[config.mk]
export PLATFORM = sky130hd
export DESIGN_NAME = rom_burst_reader
export DESIGN_NICKNAME = d
export VERILOG_FILES = /design/src/rtl/rom_reader_pkg.sv /design/src/rtl/rom_rd_skid_fifo.sv /design/src/rtl/rom_burst_reader.sv
export SDC_FILE = /design/constraint.sdc
export NUM_CORES = 1
export LEC_CHECK = 0
export BUFFER_PORTS_ARGS = -buffer_cell sky130_fd_sc_hd__buf_2
export CORE_UTILIZATION = 48
export DETAILED_ROUTE_END_ITERATION = 10
export PLACE_DENSITY = 0.72
export SETUP_SLACK_MARGIN = 0.1
export SLEW_MARGIN = 0
export SYNTH_ARGS = -nofsm -noshare
export SYNTH_HDL_FRONTEND = slang
export SYNTH_SLANG_ARGS = --single-unit
[constraint.sdc]
create_clock -name clk -period 2.8 [get_ports clk]
set_input_delay 0.14 -clock clk [delete_from_list [all_inputs] [get_ports clk]]
set_output_delay 0.14 -clock clk [all_outputs]
set_load 0.02 [all_outputs]
[src/rtl/rom_reader_pkg.sv]
// Shared types and default widths for the ROM burst reader.
package rom_reader_pkg;

    localparam int ADDR_W_DEF = 8;
    localparam int DATA_W_DEF = 32;

    // Burst controller states
    typedef enum logic [1:0] {
        ST_IDLE  = 2'd0,
        ST_RUN   = 2'd1,
        ST_DRAIN = 2'd2
    } rd_state_e;

endpackage

[src/rtl/rom_rd_skid_fifo.sv]
// Two-entry FIFO holding ROM words plus their end-of-burst flag.
// The head entry is presented directly, so the output stays put while stalled.
module rom_rd_skid_fifo #(
    parameter int DATA_W = 32
) (
    input  logic              clk,
    input  logic              rst_n,
    input  logic              push_i,
    input  logic [DATA_W-1:0] push_data_i,
    input  logic              push_last_i,
    input  logic              pop_i,
    output logic [DATA_W-1:0] head_data_o,
    output logic              head_last_o,
    output logic [1:0]        count_o
);

    logic [DATA_W-1:0] mem_data_q [2];
    logic              mem_last_q [2];
    logic              wr_ptr_q;
    logic              rd_ptr_q;
    logic [1:0]        count_q;
    logic [1:0]        count_d;
    logic              do_push;
    logic              do_pop;

    // Qualify push/pop against occupancy and compute next count
    always_comb begin
        do_push = push_i && (count_q != 2'd2);
        do_pop  = pop_i && (count_q != 2'd0);
        count_d = count_q + {1'b0, do_push} - {1'b0, do_pop};
    end

    // Storage and pointer updates; reset empties the FIFO and clears contents
    always_ff @(posedge clk or negedge rst_n) begin
        if (!rst_n) begin
            for (int i = 0; i < 2; i++) begin
                mem_data_q[i] <= '0;
                mem_last_q[i] <= 1'b0;
            end
            wr_ptr_q <= 1'b0;
            rd_ptr_q <= 1'b0;
            count_q  <= 2'd0;
        end else begin
            if (do_push) begin
                mem_data_q[wr_ptr_q] <= push_data_i;
                mem_last_q[wr_ptr_q] <= push_last_i;
                wr_ptr_q             <= ~wr_ptr_q;
            end
            if (do_pop) begin
                rd_ptr_q <= ~rd_ptr_q;
            end
            count_q <= count_d;
        end
    end

    assign head_data_o = mem_data_q[rd_ptr_q];
    assign head_last_o = mem_last_q[rd_ptr_q];
    assign count_o     = count_q;

endmodule

[src/rtl/rom_burst_reader.sv]
// Reads a burst of consecutive ROM words (1-cycle read latency) and streams
// them out. Stream handshake: a word moves when m_valid && m_ready in the
// same cycle; m_valid/m_data/m_last hold steady while m_valid && !m_ready.
// Reads are throttled so buffered plus outstanding words never exceed the
// two FIFO entries, while still sustaining one word per cycle.
module rom_burst_reader
    import rom_reader_pkg::*;
#(
    parameter int ADDR_W = ADDR_W_DEF,
    parameter int DATA_W = DATA_W_DEF
) (
    input  logic              clk,
    input  logic              rst_n,
    input  logic              start,
    input  logic [ADDR_W-1:0] start_addr,
    input  logic [ADDR_W:0]   length,
    output logic              rom_rd_en,
    output logic [ADDR_W-1:0] rom_rd_addr,
    input  logic [DATA_W-1:0] rom_data,
    output logic              m_valid,
    input  logic              m_ready,
    output logic [DATA_W-1:0] m_data,
    output logic              m_last,
    output logic              busy,
    output logic              done,
    output rd_state_e         dbg_state
);

    localparam logic [ADDR_W:0]   REM_ONE  = (ADDR_W + 1)'(1);
    localparam logic [ADDR_W-1:0] ADDR_ONE = ADDR_W'(1);

    rd_state_e         state_q;
    logic [ADDR_W-1:0] addr_q;
    logic [ADDR_W:0]   remain_q;
    logic              inflight_q;
    logic              inflight_last_q;
    logic              done_q;

    logic [1:0]        fifo_count;
    logic              head_last;
    logic              pop;
    logic [2:0]        occ;
    logic              rd_room;
    logic              rd_en;
    logic              rd_last;

    // Read issue decision: a slot freed by this cycle's pop may be reused now
    always_comb begin
        pop     = m_valid && m_ready;
        occ     = {1'b0, fifo_count} + {2'b0, inflight_q};
        rd_room = pop ? (occ < 3'd3) : (occ < 3'd2);
        rd_en   = (state_q == ST_RUN) && (remain_q != '0) && rd_room;
        rd_last = (remain_q == REM_ONE);
    end

    // Burst FSM with address, remaining-read counter and in-flight tracking
    always_ff @(posedge clk or negedge rst_n) begin
        if (!rst_n) begin
            state_q         <= ST_IDLE;
            addr_q          <= '0;
            remain_q        <= '0;
            inflight_q      <= 1'b0;
            inflight_last_q <= 1'b0;
            done_q          <= 1'b0;
        end else begin
            done_q          <= 1'b0;
            inflight_q      <= rd_en;
            inflight_last_q <= rd_en && rd_last;
            case (state_q)
                ST_IDLE: begin
                    if (start) begin
                        if (length != '0) begin
                            state_q  <= ST_RUN;
                            addr_q   <= start_addr;
                            remain_q <= length;
                        end else begin
                            // Empty burst completes immediately without reads
                            done_q <= 1'b1;
                        end
                    end
                end
                ST_RUN: begin
                    if (rd_en) begin
                        addr_q   <= addr_q + ADDR_ONE;
                        remain_q <= remain_q - REM_ONE;
                        if (rd_last) begin
                            state_q <= ST_DRAIN;
                        end
                    end
                end
                ST_DRAIN: begin
                    if (pop && head_last) begin
                        state_q <= ST_IDLE;
                        done_q  <= 1'b1;
                    end
                end
                default: state_q <= ST_IDLE;
            endcase
        end
    end

    rom_rd_skid_fifo #(
        .DATA_W (DATA_W)
    ) u_fifo (
        .clk         (clk),
        .rst_n       (rst_n),
        .push_i      (inflight_q),
        .push_data_i (rom_data),
        .push_last_i (inflight_last_q),
        .pop_i       (pop),
        .head_data_o (m_data),
        .head_last_o (head_last),
        .count_o     (fifo_count)
    );

    assign rom_rd_en   = rd_en;
    assign rom_rd_addr = addr_q;
    assign m_valid     = (fifo_count != 2'd0);
    assign m_last      = m_valid && head_last;
    assign busy        = (state_q != ST_IDLE);
    assign done        = done_q;
    assign dbg_state   = state_q;

endmodule

==> summary.txt <==
Status
  • Outcome: completed

Clocking
  • Clk sinks: 92
  • Num CTS Buffers: 9
  • CTS Buffer Depth: 2
  • Clock-pin slew on the worst setup and hold paths: 0.09 ns
  • Clock latency on the worst-skew pair: 0.35 ns
  • H-tree depth: 3
  • CTS tree: done
  • Root buf cell: clkbuf_8

Final layout
  • Ant. Diodes: 0
  • Fin area: 5360 um2
  • Final #Nets: 529
  • Area Growth Syn to Fin: 18.7%
  • Share of layout cells above drive strength 1: 0.492
  • FILL cells: 779
  • Highest-count cells in the layout ignoring fill and taps: 98 x mux2_2, 98 x buf_2, 92 x dfrtp_1

Synth
  • Async SR Flop Fraction: 1.00
  • Post-synth net total: 426
  • Yosys reg bits: 92
  • Mapped cell area: 4520 um2
  • Commonest register cell after synthesis: dfrtp_1
  • Syn Area/Cell: 12.4 um2
  • Syn Inst Count: 364
  • Synth warn: 0
  • Yosys cell types: 45
  • EDFF count, synth: 0
  • Sequential cell area fraction in the yosys report: 0.510

Global routing
  • Vias in the first global route: 3322
  • Grt met3 use: 0.0468
  • Largest net degree at the start of global routing: 93
  • Antenna violations before repair: 0
  • Grt met1 use: 0.278
  • Grt total ovfl: 0
  • GR peak layer: met2
  • Met2 Track Usage GR: 0.344
  • Gr usage total: 0.210
  • First-pass GRT wire length: 16.1 mm

Power
  • Pwr dens: 601 nW/um2
  • Net Sw Frac: 0.324
  • Largest vdd supply drop: 0.278 mV
  • Total internal power: 2.18 mW
  • Clock power share: 0.273
  • Sw power: 1.04 mW
  • Register share of total power: 0.440
  • Pleak: 2.63 nW
  • Power share of the combinational group: 0.287

Critical path
  • Crit-path max cell delay: 0.46 ns
  • RR Startpoint: u_fifo.count_o[0]$_DFF_PN0_
  • CP Launch Point: u_fifo.count_o[0]$_DFF_PN0_
  • Worst r2r dst: remain_q[6]$_DFFE_PN0P_
  • Critical path's slowest cell: dfrtp_1
  • WP data arrival: 2.35 ns
  • Crit path to: rom_rd_en
  • Flop2flop setup slack: 0.53 ns
  • CP Capture Type: output port
  • CP max FO: 11
  • CP cell instances: ha_1, inv_1, ha_1, a21oi_1, mux2_4, nand3_4, inv_1, buf_2
  • Crit-path leading delay family: adder cells
  • Startpoint types: register
  • Req. time, crit path: 2.66 ns
  • Worst r2r path cells: 9
  • Critical path class: reg -> out
  • Crit path depth: 8
  • Worst path bufs/invs: 3

Route
  • DR DRC count: 0
  • WL/cell: 16.8 um
  • Via density: 5.64
  • Routed WL: 9.78 mm
  • First DRT Iteration DRCs: 143
  • Vias: 3287
  • Router iterations before antenna repair: 5
  • DRT antenna net count: 0

Floorplan
  • Initial core utilization: 0.491
  • Die Y: 99.0 um
  • Die X: 99.0 um
  • Top-Level Pins: 100
  • Die area: 9800 um2
  • Core Box Area: 9200 um2
  • Num rows: 35

STA
  • RSZ-0062 raised after global routing: no
  • Worst slew margin: 0.617
  • Setup TNS Final: 0 ns
  • Worst-margin pin slew: 0.558 ns
  • Worst Skew: 0.0109 ns
  • Final period utilization: 0.889
  • Final hold violation count: 0
  • Fmax: 402 MHz
  • Final Max Slew Viols: 0
  • Post-route minimum period: 2.49 ns
  • Final setup violation count: 0

Hold path
  • WHS Path Cells: 2
  • Hold crit path type: in -> reg

Placed design
  • Final HPWL DP: 6.76 mm
  • Routability cong.: 0.900
  • I/O Buffers: 99
  • Placed inst area: 5120 um2

Flow run
  • Maximum capacitance violations: 0
==> cells by family after synthesis <==
| group | share of synthesized area |
|---|---|
| muxes | 0.254 |
| adders and majority gates | 0.0249 |
| AOI/OAI and AO/OA | 0.0914 |
| buffers and inverters | 0.0332 |
| xor gates and xnor gates | 0.00776 |
| DFF | 0.510 |
| and+or+nand+nor | 0.0787 |
==> how the worst min path moves through the flow <==
stage | start | endpoint | slack (ns)
after floorplan | rst_n | dbg_state[0]$_DFFE_PN0P_ | -0.16
final | rom_data[3] | u_fifo.mem_data_q[3]$_DFFE_PN0P_ | 0.03
after global routing | rom_data[7] | u_fifo.mem_data_q[39]$_DFFE_PN0P_ | 0.003
after global placement | rst_n | u_fifo.mem_data_q[22]$_DFFE_PN0P_ | 0.22
after detailed placement | rst_n | u_fifo.mem_data_q[22]$_DFFE_PN0P_ | 0.23
after CTS | rom_data[4] | u_fifo.mem_data_q[4]$_DFFE_PN0P_ | 0.006
==> cell usage after synthesis (all sizes together) (5+ instances only) <==
cell type   n  area (um2)
o21ai       8        58.8
buf        12        82.6
a2bb2oi     6        52.6
mux2       99        1120
inv        13        48.8
dfrtp      92        2300
o22ai       7        43.8
nand3      13        65.1
nor3        7        40.0
nand2      20        82.6
a21oi      18        90.1
clkbuf      5        18.8
ha          9         113
nor2       15        56.3
==> area by class of cell <==
class                      count  area [um2]  share of cell area
sequential                    92        2300               0.429
multi-input combinational    242        2080               0.389
timing repair buffer         109         596               0.111
tap                          111         139              0.0259
clock buffer                  10         128              0.0238
clock inverter                 6        63.8              0.0119
inverter                      13        48.8             0.00910
==> flip-flops by register name, indices dropped and copies added (netlist names), 2 cells and up <==
signal and flops:
u_fifo.mem_last_q 2, dbg_state 2, u_fifo.mem_data_q 64, rom_rd_addr 8, remain_q 9, u_fifo.count_o 2
==> repair_timing <==
action | 4_1_cts | 5_1_grt
endpoints found under the setup margin | 1 | 1
pin swaps | 0 | 0
endpoints found under the hold margin | 92 | 3
resized for setup | 1 | 1
setup buffers | 0 | 0
hold buffers | 1 | 3
==> per-layer routing <==
layer / vias to the layer above / wire length (um)
met3: 6 / 611
met5: - / 0
met1: 1610 / 4320
li1: 1533 / -
met2: 138 / 4770
met4: 0 / 80
==> per-stage QoR <==
step / worst slack [ns] / power (mW) / instances / utilization / hold WS (ns)
6_report: 0.310 / 3.22 / 583 / 0.583 / 0.0293
2_1_floorplan: 0.799 / 2.10 / 364 / - / -0.156
3_5_place_dp: 0.286 / 2.36 / 563 / 0.556 / 0.229
3_3_place_gp: 0.372 / 2.35 / 563 / 0.556 / 0.224
4_1_cts: 0.180 / 3.26 / 580 / 0.579 / 0.00642
5_1_grt: 0.126 / 3.39 / 583 / 0.583 / 0.00270
==> power groups by stage <==
stage,Combinational [mW],Sequential (mW),Clock [mW]
CTS,0.927,1.42,0.910
floorplan,0.663,1.43,0
finish,0.925,1.42,0.881
detailed placement,0.918,1.45,0
global route,0.994,1.43,0.970
global placement,0.907,1.44,0
No activity file was read; power rests on OpenSTA's default activity.
